`config.mk`:
```
export PLATFORM = sky130hd
export DESIGN_NAME = alu_rs
export DESIGN_NICKNAME = d
export VERILOG_FILES = /design/src/rtl/alu_rs.sv
export SDC_FILE = /design/constraint.sdc
export NUM_CORES = 2
export LEC_CHECK = 0
export CORE_UTILIZATION = 45
export CTS_BUF_LIST = sky130_fd_sc_hd__clkbuf_8
export DETAILED_ROUTE_END_ITERATION = 7
export SLEW_MARGIN = 40
export SYNTH_ARGS = -nofsm -noshare
export SYNTH_HDL_FRONTEND = slang
export SYNTH_SLANG_ARGS = --single-unit
export TNS_END_PERCENT = 30
```
`constraint.sdc`:
```
create_clock -name clk -period 29.8 [get_ports clk]
set_clock_uncertainty 0.1 [all_clocks]
set_input_delay 7.45 -clock clk [delete_from_list [all_inputs] [get_ports clk]]
set_output_delay 7.45 -clock clk [all_outputs]
set_load 0.02 [all_outputs]
```
`src/rtl/alu_rs.sv`:
```
// ALU reservation station: buffers dispatched ops, wakes operands from the ALU/LSB buses, and issues the lowest ready slot.
// Dispatch-to-issue takes 1 cycle minimum. rs_full drops dispatch, rdy=0 freezes all state, and the ALU is never back-pressured.
module alu_rs #(
  parameter int XLEN    = 32,
  parameter int OP_W    = 4,
  parameter int TAG_W   = 3,
  parameter int RS_SIZE = 8
) (
  input  logic             clk,
  input  logic             rst,
  input  logic             rdy,
  input  logic             flush,
  input  logic             dec_valid,
  input  logic [OP_W-1:0]  dec_op,
  input  logic [TAG_W-1:0] dec_id,
  input  logic [XLEN-1:0]  dec_val1,
  input  logic             dec_has_q1,
  input  logic [TAG_W-1:0] dec_q1,
  input  logic [XLEN-1:0]  dec_val2,
  input  logic             dec_has_q2,
  input  logic [TAG_W-1:0] dec_q2,
  output logic             rs_full,
  input  logic             alu_ready,
  input  logic [XLEN-1:0]  alu_res,
  input  logic [TAG_W-1:0] alu_id,
  input  logic             lsb_ready,
  input  logic [XLEN-1:0]  lsb_res,
  input  logic [TAG_W-1:0] lsb_id,
  output logic             rs_ready,
  output logic [OP_W-1:0]  rs_op,
  output logic [XLEN-1:0]  rs_val1,
  output logic [XLEN-1:0]  rs_val2,
  output logic [TAG_W-1:0] rs_id
);

  localparam int IDX_W = $clog2(RS_SIZE);

  typedef struct packed {
    logic             busy;
    logic [OP_W-1:0]  op;
    logic [TAG_W-1:0] id;
    logic [XLEN-1:0]  val1;
    logic             has_q1;
    logic [TAG_W-1:0] q1;
    logic [XLEN-1:0]  val2;
    logic             has_q2;
    logic [TAG_W-1:0] q2;
  } ent_t;

  ent_t ent_q [RS_SIZE];
  ent_t ent_d [RS_SIZE];

  logic             iss_vld;
  logic [IDX_W-1:0] iss_idx;
  logic [IDX_W-1:0] free_idx;
  logic             full;

  logic             rs_ready_q, rs_ready_d;
  logic [OP_W-1:0]  rs_op_q, rs_op_d;
  logic [XLEN-1:0]  rs_val1_q, rs_val1_d;
  logic [XLEN-1:0]  rs_val2_q, rs_val2_d;
  logic [TAG_W-1:0] rs_id_q, rs_id_d;

  // Returns {still_pending, value}; the ALU bus wins when both buses carry the tag.
  function automatic logic [XLEN:0] snoop(input logic has_q, input logic [TAG_W-1:0] q,
                                          input logic [XLEN-1:0] val);
    snoop = {has_q, val};
    if (has_q) begin
      if (alu_ready && alu_id == q)      snoop = {1'b0, alu_res};
      else if (lsb_ready && lsb_id == q) snoop = {1'b0, lsb_res};
    end
  endfunction

  // Downward scan so the lowest index is the last one to be written.
  always_comb begin
    iss_vld  = 1'b0;
    iss_idx  = '0;
    full     = 1'b1;
    free_idx = '0;
    for (int i = RS_SIZE - 1; i >= 0; i--) begin
      if (ent_q[i].busy && !ent_q[i].has_q1 && !ent_q[i].has_q2) begin
        iss_vld = 1'b1;
        iss_idx = IDX_W'(i);
      end
      if (!ent_q[i].busy) begin
        full     = 1'b0;
        free_idx = IDX_W'(i);
      end
    end
  end

  assign rs_full = full;

  always_comb begin
    for (int i = 0; i < RS_SIZE; i++) begin
      ent_d[i] = ent_q[i];
      if (ent_q[i].busy) begin
        {ent_d[i].has_q1, ent_d[i].val1} = snoop(ent_q[i].has_q1, ent_q[i].q1, ent_q[i].val1);
        {ent_d[i].has_q2, ent_d[i].val2} = snoop(ent_q[i].has_q2, ent_q[i].q2, ent_q[i].val2);
      end
    end
    if (iss_vld) ent_d[iss_idx].busy = 1'b0;
    // free_idx is never busy, so it can never be the slot issuing this cycle.
    if (dec_valid && !full) begin
      ent_d[free_idx].busy = 1'b1;
      ent_d[free_idx].op   = dec_op;
      ent_d[free_idx].id   = dec_id;
      ent_d[free_idx].q1   = dec_q1;
      ent_d[free_idx].q2   = dec_q2;
      {ent_d[free_idx].has_q1, ent_d[free_idx].val1} = snoop(dec_has_q1, dec_q1, dec_val1);
      {ent_d[free_idx].has_q2, ent_d[free_idx].val2} = snoop(dec_has_q2, dec_q2, dec_val2);
    end
    if (flush) begin
      for (int i = 0; i < RS_SIZE; i++) ent_d[i].busy = 1'b0;
    end
  end

  always_comb begin
    rs_ready_d = iss_vld && !flush;
    rs_op_d    = rs_op_q;
    rs_val1_d  = rs_val1_q;
    rs_val2_d  = rs_val2_q;
    rs_id_d    = rs_id_q;
    if (rs_ready_d) begin
      rs_op_d   = ent_q[iss_idx].op;
      rs_val1_d = ent_q[iss_idx].val1;
      rs_val2_d = ent_q[iss_idx].val2;
      rs_id_d   = ent_q[iss_idx].id;
    end
  end

  always_ff @(posedge clk) begin
    if (rst) begin
      for (int i = 0; i < RS_SIZE; i++) ent_q[i] <= '0;
      rs_ready_q <= 1'b0;
      rs_op_q    <= '0;
      rs_val1_q  <= '0;
      rs_val2_q  <= '0;
      rs_id_q    <= '0;
    end else if (rdy) begin
      for (int i = 0; i < RS_SIZE; i++) ent_q[i] <= ent_d[i];
      rs_ready_q <= rs_ready_d;
      rs_op_q    <= rs_op_d;
      rs_val1_q  <= rs_val1_d;
      rs_val2_q  <= rs_val2_d;
      rs_id_q    <= rs_id_d;
    end
  end

  assign rs_ready = rs_ready_q;
  assign rs_op    = rs_op_q;
  assign rs_val1  = rs_val1_q;
  assign rs_val2  = rs_val2_q;
  assign rs_id    = rs_id_q;

endmodule

```
# Yosys cells after proc, flatten, opt, wreduce, memory -nomap -nowiden
# Memory sizes are Yosys's and may differ from the RTL's. A register that Yosys moved wholly into a read port is not among the register bits.
# Cells that the tools add are included.
[totals]
regBits = 1
ram_bits = 640
inputBits = 156
word_cells = 284
n_memories = 1
[memory_table]
columns = ["memory", "words", "width", "read_ports", "rd_clocked_by_memory_dff", "wr", "line", "text"]
rows = [
  ["ent_q", 8, 80, 9, 1, 8, "50", "ent_t ent_q [RS_SIZE];"],
]
[op_classes]
order_cmp = 4
eq_ne = 36
n_mux = 157
n_bitwise = 10
n_reduce_logical = 75
[op_table]
columns = ["operator", "count"]
rows = [
  ["$bwmux 640", 10],
  ["$demux 80 s3", 10],
  ["$mux 33", 72],
  ["$mux 640", 2],
  ["$mux 80", 10],
  ["$eq 3x3->1", 36],
  ["$mux 79", 1],
  ["$mux 75", 1],
  ["$mux 72", 1],
  ["$logic_and 1x1->1", 56],
  ["$mux 3", 17],
  ["$mux 40", 1],
  ["$mux 39", 1],
  ["$mux 36", 1],
  ["$mux 1", 29],
  ["$logic_not 1->1", 18],
  ["$ge 4x4->1 const B", 2],
  ["$lt 4x1->1 const B", 2],
  ["$not 3->4", 2],
  ["$or 1x1->1", 8],
  ["$mux 4", 1],
  ["$reduce_and 2->1", 1],
]

# Depth between registers and ports, before layout
[depth]
word_depth = 30
depth_mapped = 10
mapped_depth_nobuf = 6

# Worst setup path before layout
# No wires, ideal clock.
[synth_timing]
path_type = "input to register"
start = "in rst"
end = "mem ent_q[0][0] (netlist bit) (enable)"
setup_ns = 0.985
arrival_ns = 20.349
required_ns = 28.715
setup_slack_ns = 8.366
path_stages = 4
n_path_buf = 2
path_cell_list = "clkbuf_1 > clkbuf_1 > nor2_1 > inv_1"
[synth_rtl]
columns = ["item", "line", "text"]
rows = [
  ["start, declared", "10", "input logic rst,"],
  ["end, declared", "50", ""],
]

==> results_dict.tcl <==
set metrics [dict create \
    status "complete, no violations" \
    r2r_slack_ns 25.04 \
    synth.area.mux_share_pct 11.1 \
    hp-class "reg2reg" \
    antenna_left 0 \
    cts-hold-fix-buffers 0 \
    synthArstFlopShare_pct 0 \
    drc_errors 0 \
    yosys_register_bits 712 \
    ctsLongestPathBuffers 3 \
    synth_compound_area_share_pct 26.2 \
    ir_worst_vdd_uv 28.9 \
    synth_area_leaders "edfxtp_1, mux2i_1, o22ai_1" \
    drv_cap 0 \
    start_kind "flop" \
    grt_pass1_vias 43900 \
    crit_type "reg2out" \
    timing.hold.ws_ns 0.361 \
    detailed_place_hpwl_mm 114 \
    syn-num-nets 5204 \
    syn_to_final_growth_pct 12.1 \
    antenna_found_initial 9 \
    crit_chain "nand2_1 -> nor4_1 -> and3_1 -> clkdlybuf4s50_1" \
    gp_congestion 0.884 \
    drive_gt1_share_pct 8.19 \
    setup_viol 0 \
    crit_fanout 15 \
    dieArea_mm2 0.106 \
    nNetsFinal 5075 \
    grt_use_total_pct 40.0 \
    cts_num_sinks 712 \
    worst_ep_required_time_ns 22.25 \
    initial_core_util_pct 45.3 \
    worstReg2RegEnd "rs_val2[14]" \
    synth.cell_area_mm2 0.0469 \
    crit_path_top_delay_cell "edfxtp_1" \
    wl_per_cell_um 34.0 \
    viasPerCell 7.26 \
    synth_ff_type "edfxtp_1" \
    root_buffer "clkbuf_8" \
    overflow 0 \
    grt_max_degree 131 \
    critPathBufInv 1 \
    drv_slew 0 \
    synth-simple-area-share_pct 10.8 \
    synth_cell_type_count 59 \
    std_cell_rows 118 \
    cts_tree "done" \
    p_leak_nw 19.1 \
    hold_depth 1 \
    slowest_delay_ns 0.77 \
    route.vias.total 46600 \
    dr.pass1.iters 6 \
    num_io_pins 229 \
    mostFrequentLayoutCell "edfxtp_1" \
    crit_path_end_kind "output port" \
    period_share_pct 35.8 \
    cts-buffers-inserted 136 \
    fin_cells 6417 \
    dp_cells 6155 \
    synth_seq_area_share_pct 44.0 \
    cts_setup_buffers 0 \
    fp.dieW_um 325 \
    wl_mm 218 \
    synth_top_family_by_area "compound AO/OA/AOI/OAI gates" \
    synthAdderAreaFrac_pct 0 \
    fin_area_mm2 0.0526 \
    synth_edf_count 640 \
    hold_path_end "rs_ready" \
    rsz0062_at_grt "no" \
    fp.coreArea_mm2 0.103 \
    grt_first_pass_wirelength_mm 313 \
    worstSkewPairLatency_ns 0.86 \
    yosysWarningCount 0 \
    ctsResizeCount 0 \
    drtIter0Drc 7718 \
    min-delay-start "rs_ready" \
    tightest_slew_ns 0.982 \
    p_per_area_mw_per_mm2 51.5 \
    htreeDepth 4 \
    path_delay_family "simple AND/OR/NAND/NOR gates" \
    crit_start "ent_q[1][79]" \
    yosysTopAreaCell "edfxtp_1" \
    r2r_cells 10 \
    clk_pin_slew_ns 0.06 \
    setup_tns_ns 0 \
    portBuffers 228 \
    syn-instance-count 5048 \
    max_freq_ghz 0.0938 \
    cp_data_arrival_time_ns 3.11 \
    hold_viol 0 \
    syn_area_per_cell_um2 9.29 \
    r2r_start "ent_q[1][79]" \
    slew_headroom_pct 34.5 \
    dieHeight_um 325 \
    dpl_cell_area_mm2 0.0499 \
    layout_min_cycle_time_ns 10.66 \
    yosys.area.top_type_share_pct 41.0 \
    final_cell_mix "edfxtp_1, nand2_1, o22ai_1, mux2i_1, o21ai_0" \
    synth_xor_area_share_pct 2.02 \
    p_total_w 0.00271 \
]
## registers in the layout, summed over array words and instances, names as in the netlist
name / flops
rs_op: 4
rs_val1: 32
rs_id: 3
rs_val2: 32
ent_q: 640
rs_ready: 1
## where the power goes
group | internal (W) | switching [W] | leakage [nW]
registers | 0.00117 | 0.0000503 | 7.67
clock network | 0.000463 | 0.000475 | 1.49
logic | 0.000173 | 0.000378 | 9.95
total | 0.00180 | 0.000903 | 19.1
## layer usage
layer / wire length, um / share of wire, % / GRT usage [%]
met2: 90500 / 41 / 57.4
met5: 66 / 0.030 / 0
met1: 81100 / 37 / 53.4
met4: 13600 / 6.2 / 22.2
met3: 33100 / 15 / 12.3
## final cells by class
class,instances,area (um2)
Antenna cell,6,15.0
Clock inverter,103,468
Tap cell,1380,1730
Sequential cell,712,20700
Inverter,7,40.0
Timing Repair Buffer,388,3710
Multi-Input combinational cell,3674,24000
Clock buffer,147,2020
Fill cell,9591,50900
## cell usage after synthesis (11+ instances only)
master	number
a211o_1	11
a21o_1	99
a21oi_1	264
a311oi_1	42
a31oi_1	45
and3_1	13
and4_1	44
buf_1	24
buf_2	146
buf_4	11
clkbuf_1	469
dfxtp_1	72
edfxtp_1	640
mux2i_1	520
nand2_1	654
nand2b_1	17
nand3_1	114
nand4_1	101
nor2_1	156
o211ai_1	282
o21ai_0	405
o221ai_1	22
o22a_1	49
o22ai_1	562
o2bb2ai_1	64
o31a_1	21
xnor2_1	108
## per-stage QoR
step	setup slack, ns	utilization (%)
floorplan	8.37	-
global placement	18.67	48.1
detailed placement	18.64	48.3
CTS	19.21	50.7
global route	19.11	50.8
finish	19.14	50.8
## worst max path at each step
stage / slack, ns / end / depth (start not counted)
after detailed placement: 18.64 / ent_q[7][65] / 8
after CTS: 19.21 / rs_full / 4
after floorplan: 8.37 / ent_q[0][0] / 4
after global routing: 19.11 / rs_full / 4
final: 19.14 / rs_full / 4
after global placement: 18.67 / ent_q[5][54] / 5
## kinds of logic (layout without fill, tap and decap cells)
family          Yosys count  after routing
mux                     520            520
xor+xnor                108            108
compound gates         1915           1915
buf+inv                 662            645
simple gates           1131           1131
other cells               0              6
flops                   712            712
Note: power is estimated with default switching activity, not from simulation.
